==> config.mk <==
export PLATFORM = sky130hd
export DESIGN_NAME = dsp_share_arbiter_flat
export DESIGN_NICKNAME = d
export VERILOG_FILES = /design/src/rtl/dsp_share_arbiter_pkg.sv /design/src/rtl/dsp_share_arbiter_if.sv /design/src/rtl/dsp_share_arbiter_rr_pick.sv /design/src/rtl/dsp_share_arbiter.sv /design/src/flat_wrapper.sv
export SDC_FILE = /design/constraint.sdc
export NUM_CORES = 1
export LEC_CHECK = 0
export ABC_AREA = 0
export BUFFER_PORTS_ARGS = -buffer_cell sky130_fd_sc_hd__buf_2
export CAP_MARGIN = 10
export CELL_PAD_IN_SITES_DETAIL_PLACEMENT = 1
export CELL_PAD_IN_SITES_GLOBAL_PLACEMENT = 1
export CORE_AREA = 2 2 550 552
export CTS_CLUSTER_DIAMETER = 120
export DETAILED_ROUTE_END_ITERATION = 10
export DIE_AREA = 0 0 552 554
export PLACE_DENSITY = 0.3
export SETUP_SLACK_MARGIN = 0.3
export SYNTH_ARGS = -nofsm -noshare
export SYNTH_HDL_FRONTEND = slang
export SYNTH_SLANG_ARGS = --single-unit
==> constraint.sdc <==
create_clock -name clk -period 2.6 [get_ports clk]
set_clock_uncertainty 0.05 [all_clocks]
set_input_delay 0.39 -clock clk [delete_from_list [all_inputs] [get_ports clk]]
set_output_delay 0.39 -clock clk [all_outputs]
set_load 0.01 [all_outputs]
==> src/rtl/dsp_share_arbiter_pkg.sv <==
// Shared DSP-bus constants, FSM state type and a helper that packs one DSP input word.
package dsp_share_arbiter_pkg;

  localparam int DSP_IN_W  = 92;
  localparam int DSP_OUT_W = 48;
  localparam logic [7:0] DSP_NOP = 8'h00;

  typedef enum logic [1:0] {
    ST_IDLE,
    ST_GRANT,
    ST_GUARD
  } state_t;

  // Flat layout seen by the slice: {opmode, A, B, C}
  function automatic logic [DSP_IN_W-1:0] dsp_word(input logic [7:0] opmode,
                                                   input logic [17:0] a,
                                                   input logic [17:0] b,
                                                   input logic [47:0] c);
    return {opmode, a, b, c};
  endfunction

endpackage

==> src/rtl/dsp_share_arbiter_if.sv <==
// Requester-side and slice-side buses of the shared stereo DSP pair.
interface dsp_share_arbiter_if
  import dsp_share_arbiter_pkg::*;
#(
  parameter int NREQ  = 4,
  parameter int IN_W  = DSP_IN_W,
  parameter int OUT_W = DSP_OUT_W
);
  logic [NREQ-1:0]       req;
  logic [NREQ-1:0]       gnt;
  logic [NREQ*IN_W-1:0]  dsp_ins_flat_l_req;
  logic [NREQ*IN_W-1:0]  dsp_ins_flat_r_req;
  logic [NREQ*OUT_W-1:0] dsp_outs_flat_l_req;
  logic [NREQ*OUT_W-1:0] dsp_outs_flat_r_req;
  logic [IN_W-1:0]       dsp_ins_flat_l;
  logic [IN_W-1:0]       dsp_ins_flat_r;
  logic [OUT_W-1:0]      dsp_outs_flat_l;
  logic [OUT_W-1:0]      dsp_outs_flat_r;
  logic                  busy;
  logic                  hold_err;

  // master: engines plus the slice pair; slave: the arbiter
  modport master (
    output req, dsp_ins_flat_l_req, dsp_ins_flat_r_req, dsp_outs_flat_l, dsp_outs_flat_r,
    input  gnt, dsp_outs_flat_l_req, dsp_outs_flat_r_req, dsp_ins_flat_l, dsp_ins_flat_r,
           busy, hold_err
  );

  modport slave (
    input  req, dsp_ins_flat_l_req, dsp_ins_flat_r_req, dsp_outs_flat_l, dsp_outs_flat_r,
    output gnt, dsp_outs_flat_l_req, dsp_outs_flat_r_req, dsp_ins_flat_l, dsp_ins_flat_r,
           busy, hold_err
  );
endinterface

==> src/rtl/dsp_share_arbiter_rr_pick.sv <==
// Combinational round-robin priority encoder: first set req bit after 'last', wrapping.
module dsp_share_arbiter_rr_pick #(
  parameter int NREQ = 4,
  localparam int IW  = $clog2(NREQ)
) (
  input  logic [NREQ-1:0] req,
  input  logic [IW-1:0]   last,
  output logic [NREQ-1:0] onehot,
  output logic [IW-1:0]   idx,
  output logic            valid
);

  logic [IW:0]   sum;
  logic [IW-1:0] k;

  always_comb begin
    onehot = '0;
    idx    = '0;
    valid  = 1'b0;
    sum    = '0;
    k      = '0;
    for (int i = 1; i <= NREQ; i++) begin
      sum = {1'b0, last} + (IW+1)'(i);
      if (sum >= (IW+1)'(NREQ)) sum = sum - (IW+1)'(NREQ);
      k = sum[IW-1:0];
      if (!valid && req[k]) begin
        valid     = 1'b1;
        idx       = k;
        onehot[k] = 1'b1;
      end
    end
  end

endmodule

==> src/rtl/dsp_share_arbiter.sv <==
// Round-robin time-sharing of one stereo DSP48A1 pair among NREQ engines,
// with a guard gap between owners and a hold watchdog.
//
//   state    | meaning
//   ST_IDLE  | no owner, arbitrate as soon as any req is set
//   ST_GRANT | one owner drives the slices; hold counter runs
//   ST_GUARD | forced zero-input gap, arbitrate on its last cycle
module dsp_share_arbiter
  import dsp_share_arbiter_pkg::*;
#(
  parameter int NREQ         = 4,
  parameter int IN_W         = DSP_IN_W,
  parameter int OUT_W        = DSP_OUT_W,
  parameter int GUARD_CYCLES = 1,
  parameter int HOLD_MAX     = 255
) (
  input  logic               clk,
  input  logic               reset,
  dsp_share_arbiter_if.slave bus
);

  localparam int IW = $clog2(NREQ);
  localparam int HW = $clog2(HOLD_MAX + 1);
  localparam int GW = $clog2(GUARD_CYCLES + 1);

  state_t            state, state_d;
  logic [NREQ-1:0]   gnt_q, gnt_d;
  logic [IW-1:0]     last_q, last_d;
  logic [HW-1:0]     hold_cnt, hold_d;
  logic [GW-1:0]     guard_cnt, guard_d;
  logic              err_q, err_d;
  logic [NREQ-1:0]   pick_onehot;
  logic [IW-1:0]     pick_idx;
  logic              pick_valid;
  logic              owner_req;

  dsp_share_arbiter_rr_pick #(.NREQ(NREQ)) u_pick (
    .req    (bus.req),
    .last   (last_q),
    .onehot (pick_onehot),
    .idx    (pick_idx),
    .valid  (pick_valid)
  );

  always_ff @(posedge clk or posedge reset) begin
    if (reset) begin
      state     <= ST_IDLE;
      gnt_q     <= '0;
      last_q    <= IW'(NREQ - 1);
      hold_cnt  <= '0;
      guard_cnt <= '0;
      err_q     <= 1'b0;
    end else begin
      state     <= state_d;
      gnt_q     <= gnt_d;
      last_q    <= last_d;
      hold_cnt  <= hold_d;
      guard_cnt <= guard_d;
      err_q     <= err_d;
    end
  end

  assign owner_req = |(bus.req & gnt_q);

  always_comb begin
    state_d = state;
    gnt_d   = gnt_q;
    last_d  = last_q;
    hold_d  = hold_cnt;
    guard_d = guard_cnt;
    err_d   = err_q;
    case (state)
      ST_IDLE: begin
        if (pick_valid) begin
          state_d = ST_GRANT;
          gnt_d   = pick_onehot;
          last_d  = pick_idx;
          hold_d  = '0;
        end
      end
      ST_GRANT: begin
        // Release and watchdog eviction share the same exit path into the guard gap
        if (!owner_req || hold_cnt == HW'(HOLD_MAX - 1)) begin
          state_d = ST_GUARD;
          gnt_d   = '0;
          hold_d  = '0;
          guard_d = '0;
          if (owner_req) err_d = 1'b1;
        end else begin
          hold_d = hold_cnt + HW'(1);
        end
      end
      ST_GUARD: begin
        if (guard_cnt == GW'(GUARD_CYCLES - 1)) begin
          if (pick_valid) begin
            state_d = ST_GRANT;
            gnt_d   = pick_onehot;
            last_d  = pick_idx;
          end else begin
            state_d = ST_IDLE;
          end
        end else begin
          guard_d = guard_cnt + GW'(1);
        end
      end
      default: begin
        state_d = ST_IDLE;
        gnt_d   = '0;
      end
    endcase
  end

  logic [IN_W-1:0]       ins_l, ins_r;
  logic [NREQ*OUT_W-1:0] outs_l, outs_r;

  // gnt_q is one-hot or zero, so a plain priority select is a true mux
  always_comb begin
    ins_l  = {DSP_NOP, {(IN_W-8){1'b0}}};
    ins_r  = {DSP_NOP, {(IN_W-8){1'b0}}};
    outs_l = '0;
    outs_r = '0;
    for (int k = 0; k < NREQ; k++) begin
      if (gnt_q[k]) begin
        ins_l = bus.dsp_ins_flat_l_req[k*IN_W +: IN_W];
        ins_r = bus.dsp_ins_flat_r_req[k*IN_W +: IN_W];
        outs_l[k*OUT_W +: OUT_W] = bus.dsp_outs_flat_l;
        outs_r[k*OUT_W +: OUT_W] = bus.dsp_outs_flat_r;
      end
    end
  end

  assign bus.gnt                 = gnt_q;
  assign bus.dsp_ins_flat_l      = ins_l;
  assign bus.dsp_ins_flat_r      = ins_r;
  assign bus.dsp_outs_flat_l_req = outs_l;
  assign bus.dsp_outs_flat_r_req = outs_r;
  assign bus.busy                = (state != ST_IDLE);
  assign bus.hold_err            = err_q;

endmodule

==> src/flat_wrapper.sv <==
// flat-port wrapper written by rule: the top's interface ports become plain ports
module dsp_share_arbiter_flat import dsp_share_arbiter_pkg::*;
#(
  parameter int NREQ         = 4,
  parameter int IN_W         = DSP_IN_W,
  parameter int OUT_W        = DSP_OUT_W,
  parameter int GUARD_CYCLES = 1,
  parameter int HOLD_MAX     = 255
)
  (clk, reset, bus_req, bus_dsp_ins_flat_l_req, bus_dsp_ins_flat_r_req, bus_dsp_outs_flat_l, bus_dsp_outs_flat_r, bus_gnt, bus_dsp_outs_flat_l_req, bus_dsp_outs_flat_r_req, bus_dsp_ins_flat_l, bus_dsp_ins_flat_r, bus_busy, bus_hold_err);
  dsp_share_arbiter_if #(.NREQ(NREQ), .IN_W(IN_W), .OUT_W(OUT_W)) bus_i ();
  input  logic clk;
  input  logic reset;
  input wire logic [$bits(bus_i.req)-1:0] bus_req;
  input wire logic [$bits(bus_i.dsp_ins_flat_l_req)-1:0] bus_dsp_ins_flat_l_req;
  input wire logic [$bits(bus_i.dsp_ins_flat_r_req)-1:0] bus_dsp_ins_flat_r_req;
  input wire logic [$bits(bus_i.dsp_outs_flat_l)-1:0] bus_dsp_outs_flat_l;
  input wire logic [$bits(bus_i.dsp_outs_flat_r)-1:0] bus_dsp_outs_flat_r;
  output wire logic [$bits(bus_i.gnt)-1:0] bus_gnt;
  output wire logic [$bits(bus_i.dsp_outs_flat_l_req)-1:0] bus_dsp_outs_flat_l_req;
  output wire logic [$bits(bus_i.dsp_outs_flat_r_req)-1:0] bus_dsp_outs_flat_r_req;
  output wire logic [$bits(bus_i.dsp_ins_flat_l)-1:0] bus_dsp_ins_flat_l;
  output wire logic [$bits(bus_i.dsp_ins_flat_r)-1:0] bus_dsp_ins_flat_r;
  output wire logic [$bits(bus_i.busy)-1:0] bus_busy;
  output wire logic [$bits(bus_i.hold_err)-1:0] bus_hold_err;
  assign bus_i.req = bus_req;
  assign bus_i.dsp_ins_flat_l_req = bus_dsp_ins_flat_l_req;
  assign bus_i.dsp_ins_flat_r_req = bus_dsp_ins_flat_r_req;
  assign bus_i.dsp_outs_flat_l = bus_dsp_outs_flat_l;
  assign bus_i.dsp_outs_flat_r = bus_dsp_outs_flat_r;
  assign bus_gnt = bus_i.gnt;
  assign bus_dsp_outs_flat_l_req = bus_i.dsp_outs_flat_l_req;
  assign bus_dsp_outs_flat_r_req = bus_i.dsp_outs_flat_r_req;
  assign bus_dsp_ins_flat_l = bus_i.dsp_ins_flat_l;
  assign bus_dsp_ins_flat_r = bus_i.dsp_ins_flat_r;
  assign bus_busy = bus_i.busy;
  assign bus_hold_err = bus_i.hold_err;
  dsp_share_arbiter #(.NREQ(NREQ), .IN_W(IN_W), .OUT_W(OUT_W), .GUARD_CYCLES(GUARD_CYCLES), .HOLD_MAX(HOLD_MAX)) u_core (.clk(clk), .reset(reset), .bus(bus_i));
endmodule
---- Word-level counts from Yosys, hierarchy flattened ----
Cells that the tools add are included.
storage, ports and cells
  bits in registers ....................... 18
  input port bits ......................... 838
  output and inout port bits .............. 574
  logic and storage cells ................. 128
operators by class
  add/subtract/negate cells ............... 10
  $lt $le $gt $ge ......................... 12
  equal/unequal tests ..................... 6
  muxes and demuxes ....................... 66
  bitwise gates (word level) .............. 4
  reduce and logical (&&, ||, !) cells .... 24
operator list
  cell                                                                           number
  92-bit 2-to-1 mux                                                              8
  48-bit 2-to-1 mux                                                              8
  4-bit 2-to-1 mux                                                               7
  2-bit 2-to-1 mux                                                               13
  8-bit 2-to-1 mux                                                               2
  8-bit case mux with 2 select lines                                             1
  1-bit 2-to-1 mux                                                               15
  3-bit >= comparator (second input constant)                                    4
  2-bit by 3-bit less-than comparator with 1-bit output (second input constant)  4
  4-bit bitwise OR                                                               3
  4-bit case mux with 3 select lines                                             1
  8-bit by 1-bit adder with 8-bit output (second input constant)                 1
  1-bit binary-select mux with 2-bit select                                      4
  1-bit demux with 2-bit select                                                  4
  8-bit == test (second input constant)                                          1
  2-bit by 1-bit >= comparator with 1-bit output (second input constant)         4
  2-bit AND reduction                                                            4
  2-bit nonzero test                                                             4
  2-bit by 1-bit subtractor with 2-bit output (second input constant)            4
  1-bit logical AND                                                              7
  2-bit by 2-bit adder with 3-bit output (second input constant)                 2
  2-bit case mux with 3 select lines                                             1
  3-bit AND reduction                                                            2
  4-bit AND                                                                      1
  other kinds (13)                                                               17

---- Depth between registers and ports, before layout ----
  word-level depth ........................ 18
  depth in mapped cells ................... 9
  mapped depth without buffers ............ 7

---- Modules after synthesis ----
From an unflattened synthesis, not the netlist that was laid out.
second synthesis, totals
  cell total of the unflattened synthesis .. 1435
  area, all modules ....................... 9291.4 µm²
by module, submodules not included
  module                     times used  cells an instance  area an instance (µm²)  sequential area each (µm²)
  dsp_share_arbiter          1           1367               8765.9                  427.9
  dsp_share_arbiter_rr_pick  1           68                 525.5                   0.0

---- Worst setup path after synthesis ----
No wires, ideal clock.
  path kind ............................... register -> register
  from .................................... register u_core.last_q[1]
  to ...................................... register u_core.gnt_q[1], in the netlist u_core.bus.gnt[1]
  setup time .............................. 0.126 ns
  data arrival time ....................... 2.196 ns
  data required time ...................... 2.424 ns
  slack ................................... 0.228 ns
  stages on the path, launching flop included .. 10
  path buffers ............................ 2
  path through ............................ dfstp_2 > buf_2 > inv_1 > ha_1 > buf_4 > mux2i_1 > mux2_2 > o21ai_0 > a31oi_1 > a221o_1
on the way
  word-level cells in the longest chain between the ends .. 18
  elaborated cells between the ends (all ways) .. 64
  classes of those cells .................. add/sub (8); order compare (12); mux (31); bitwise (3); reduce/logical (10)
RTL lines
  what                                                                             line                                              RTL
  start: declaration                                                               dsp_share_arbiter.sv:28                           logic [IW-1:0] last_q, last_d;
  start signal: assignment                                                         dsp_share_arbiter.sv:49                           last_q <= IW'(NREQ - 1);
  start signal: assignment                                                         dsp_share_arbiter.sv:56                           last_q <= last_d;
  branches (longest 15 deep; another with 2-bit by 1-bit adder with 3-bit output)  -
  4-bit 2-to-1 mux (*)                                                             dsp_share_arbiter.sv:74, dsp_share_arbiter.sv:95
  4-bit 2-to-1 mux                                                                 dsp_share_arbiter.sv:94                           if (guard_cnt == GW'(GUARD_CYCLES - 1)) begin
  4-bit case mux with 3 select lines (*)                                           dsp_share_arbiter.sv:72                           case (state)
  end signal: assignment                                                           dsp_share_arbiter.sv:55                           gnt_q <= gnt_d;
  end: declaration                                                                 dsp_share_arbiter.sv:27                           logic [NREQ-1:0] gnt_q, gnt_d;
Every way passes the cells marked *. The select of a mux whose other input is x is not followed.
A chain may end at the register's enable or synchronous reset.

---- Worst setup path in the final report ----
  from .................................... register u_core.gnt_q[0], in the netlist u_core.bus.gnt[0]
  to ...................................... output port bus_dsp_ins_flat_l[38]
on the way
  word-level cells in the longest chain between the ends .. 4
RTL lines
  what                             line                      RTL
  92-bit 2-to-1 mux (4 in series)  dsp_share_arbiter.sv:123  if (gnt_q[k]) begin
  end: declaration                 flat_wrapper.sv:22        output wire logic [$bits(bus_i.dsp_ins_flat_l)-1:0] bus_dsp_ins_flat_l;
Every way passes these cells.

==> results.yml <==
outcome:
  status: "complete, but fails checks"
  violations: "negative setup slack"
global_route:
  grt_pass1_vias: 19330
  overflow: 0
  grt_max_degree: 90
  grt_pass1_wl_mm: 239.3
  grt_usage: 0.1216
  antenna_found_initial: 191
logic_synthesis:
  synthArstFlopShare: 1.000
  yosysTopAreaCellShare: 0.2649
  synth_top_area_cell: "and2_1"
  synth_edf_count: 0
  yosysSeqAreaShare: 0.04693
  ys_types: 49
  synthesis.area_sq_um: 9117
  synthCells: 1622
  ys.flop_type: "dfrtp_1"
  syn_nets: 2470
  avgSynthCellArea_sq_um: 5.621
  synthTopCellsByArea: "and2_1 26%, a22oi_1 15%, a21oi_1 11%"
  ys_warn_count: 0
  ys_ff_latch: 17
routing:
  ant_nets: 0
  drtIter0Drc: 963
  vias_per_cell: 2.713
  routed_wirelength_mm: 196.5
  wirelength_met1_mm: 72.07
  dr.pass1.iters: 5
  drcViolationCount: 0
  dr_wl_met2_mm: 95.51
  route.met3.wl_mm: 24.17
  via_count: 19340
  routed.top_layer: "met5"
  post_drt_wl_per_cell_um: 27.57
timing:
  slew_headroom: 0.4943
  slew_viol_final: 0
  setup_ws_ns: -0.1741
  timing.fmax_mhz: 360.5
  final.period_utilization: 1.067
  timing.final.hold_violations: 0
  hold_ws_ns: 0.2434
  period_needed_ns: 2.774
  fin_setup_tns_ns: -8.589
  worst_pin_slew_ns: 0.7577
  setup-violations-final: 134
  rsz0062_at_grt: "true"
cts:
  clkLatencyLatePin_ns: 0.25
  clkSinkCount: 17
  cts_tree: "yes"
  cts_max_level: 1
  clockRootBuffer: "clkbuf_16"
  cts.path.max_buffers: 2
  ctsHoldBuffers: 0
  clk_pin_slew_ns: 0.06
  cts_made_buffers: 3
final_layout:
  synthToLayoutAreaGrowth_pct: 176.3
  final_cells: 7127
  nets: 3963
  drive_gt1_frac: 0.6015
  fin_util: 0.08416
critical_path:
  critPathArrivalTime_ns: 2.33
  crit_path_start_kind: "flip-flop"
  critPathMaxStageDelay_ns: 0.47
  path_cells: "and2b_4 -> buf_12 -> buf_12 -> buf_4 -> buf_6 -> a22oi_1 -> nor2_1 -> a21oi_1 -> o21ai_1 -> buf_2"
  worstSetupPathType: "reg2out"
  required_ns: 2.16
  cp-end-kind: "output pin"
  path_max_fanout: 9
  cp_common_cell: "buf_12"
  cp_slowest_cell: "dfrtp_4"
die:
  fp.dieH_um: 554
  io_pins: 1412
  row_count: 201
  core_area_sq_um: 299300
  start_util: 0.03047
  die_area_sq_um: 305800
  die_w_um: 552
placed_design:
  dpl.cell_count: 6984
  dpl.hpwl_mm: 173.4
  place_congestion: 0.9332
  io_buffers: 1411
min_path:
  hp-class: "in2async"
power_and_ir_drop:
  p_leak_nw: 11.38
  peakVddDrop_mv: 0.2300
  power_density_nw_per_um2: 845.9
run:
  maxCapViolCount: 0
==> area by class of cell <==
type                       instances  area (sq um)
antenna                           55         137.6
clock buffer                       3         75.07
clock inverter                     1         5.005
multi-input combinational       1427          8792
sequential                        17         442.9
fill                           36450        274100
inverter                           4         15.01
timing repair buffer            1662         10770
tap                             3958          4952
==> layout by cell type, fill, tap and decap left out, types with 5 or more instances in the layout <==
cell	count
a21oi_1	161
a21oi_2	29
a22oi_1	103
a22oi_2	81
a31oi_1	12
and2_1	385
buf_12	60
buf_16	18
buf_2	1334
buf_4	150
buf_6	84
buf_8	10
clkbuf_16	6
dfrtp_1	11
diode_2	55
ha_1	9
mux2i_1	6
nand2_1	192
nand2b_1	5
nand3_1	5
nor2_1	174
nor2_2	20
o21ai_0	8
o21ai_1	142
o21ai_2	37
o21ai_4	8
==> worst paths after layout <==
path / from / end / slack [ns] / cells after the start
worst max-delay path: u_core.bus.gnt[0] / bus_dsp_ins_flat_l[38] / -0.17 / 10
worst min-delay path: reset / u_core.hold_cnt[2] / 0.24 / 2
worst max register to register: u_core.bus.gnt[1] / u_core.bus.gnt[3] / 0.25 / 9
worst min register to register: u_core.bus.hold_err / u_core.bus.hold_err / 0.43 / 1
max in group asynchronous: reset / u_core.bus.gnt[0] / 1.69 / 2
min in group clk: u_core.bus.hold_err / u_core.bus.hold_err / 0.43 / 1
==> cell families (layout without fill, tap and decap cells) <==
group                      count (synthesis)  in the layout  share of synthesized area
adders and majority gates                 10             10                    0.01372
buffers and inverters                    178           1670                    0.08193
AOI/OAI and AO/OA                        603            603                     0.3932
other                                      0             55                          0
muxes                                     12             12                    0.01551
and+or+nand+nor                          802            802                     0.4487
DFF                                       17             17                    0.04693
==> critical path: cells and delay by family (launching register included) <==
family / cells / cell delay (ns)
buf+inv: 5 / 0.72
simple gates: 2 / 0.27
compound gates: 3 / 0.57
flops: 1 / 0.47
==> Yosys cell counts, types with 4 or more instances <==
cell type and count:
and2_1 386, nor2_1 194, a21oi_1 193, nand2_1 192, a22oi_1 184, clkbuf_1 126, o21ai_1 119, o21ai_0 75
buf_2 39, dfrtp_1 15, a31oi_1 12, ha_1 10, mux2i_1 7, nand2b_1 5, nand3_1 5, a221o_1 4
buf_4 4, o211ai_1 4
==> registers in the layout, indices dropped and copies added, names as in the netlist <==
name                 flops
u_core.bus.gnt           4
u_core.bus.hold_err      1
u_core.hold_cnt          8
u_core.last_q            2
u_core.state             2
==> power by group <==
group | switching, mW | leakage [nW] | internal (mW)
sequential | 0.114 | 0.217 | 0.358
clock | 0.115 | 0.0412 | 0.206
combinational | 11.9 | 11.1 | 8.59
total | 12.1 | 11.4 | 9.16
==> through the flow <==
step | total power [mW] | setup slack [ns] | area [sq um]
2_1_floorplan | 7.417 | 0.3161 | 9120
3_3_place_gp | 18.24 | -0.8320 | 22330
3_5_place_dp | 18.15 | -0.6490 | 22340
4_1_cts | 21.14 | -0.1674 | 24180
5_1_grt | 22.93 | -0.2490 | 25100
6_report | 21.31 | -0.1741 | 25190
==> timing repair <==
action,in CTS,in global routing
endpoints found under the setup margin,326,391
buffers inserted,44,23
pin swaps,43,88
cloned,14,3
resized for setup,291,151
==> per-layer routing <==
metal / GRT usage / up-vias
li1: - / 8652
met3: 0.06636 / 346
met2: 0.2159 / 1209
met1: 0.1289 / 9009
met4: 0.01406 / 122
met5: 0 / -
No activity file was read; power rests on OpenSTA's default activity.
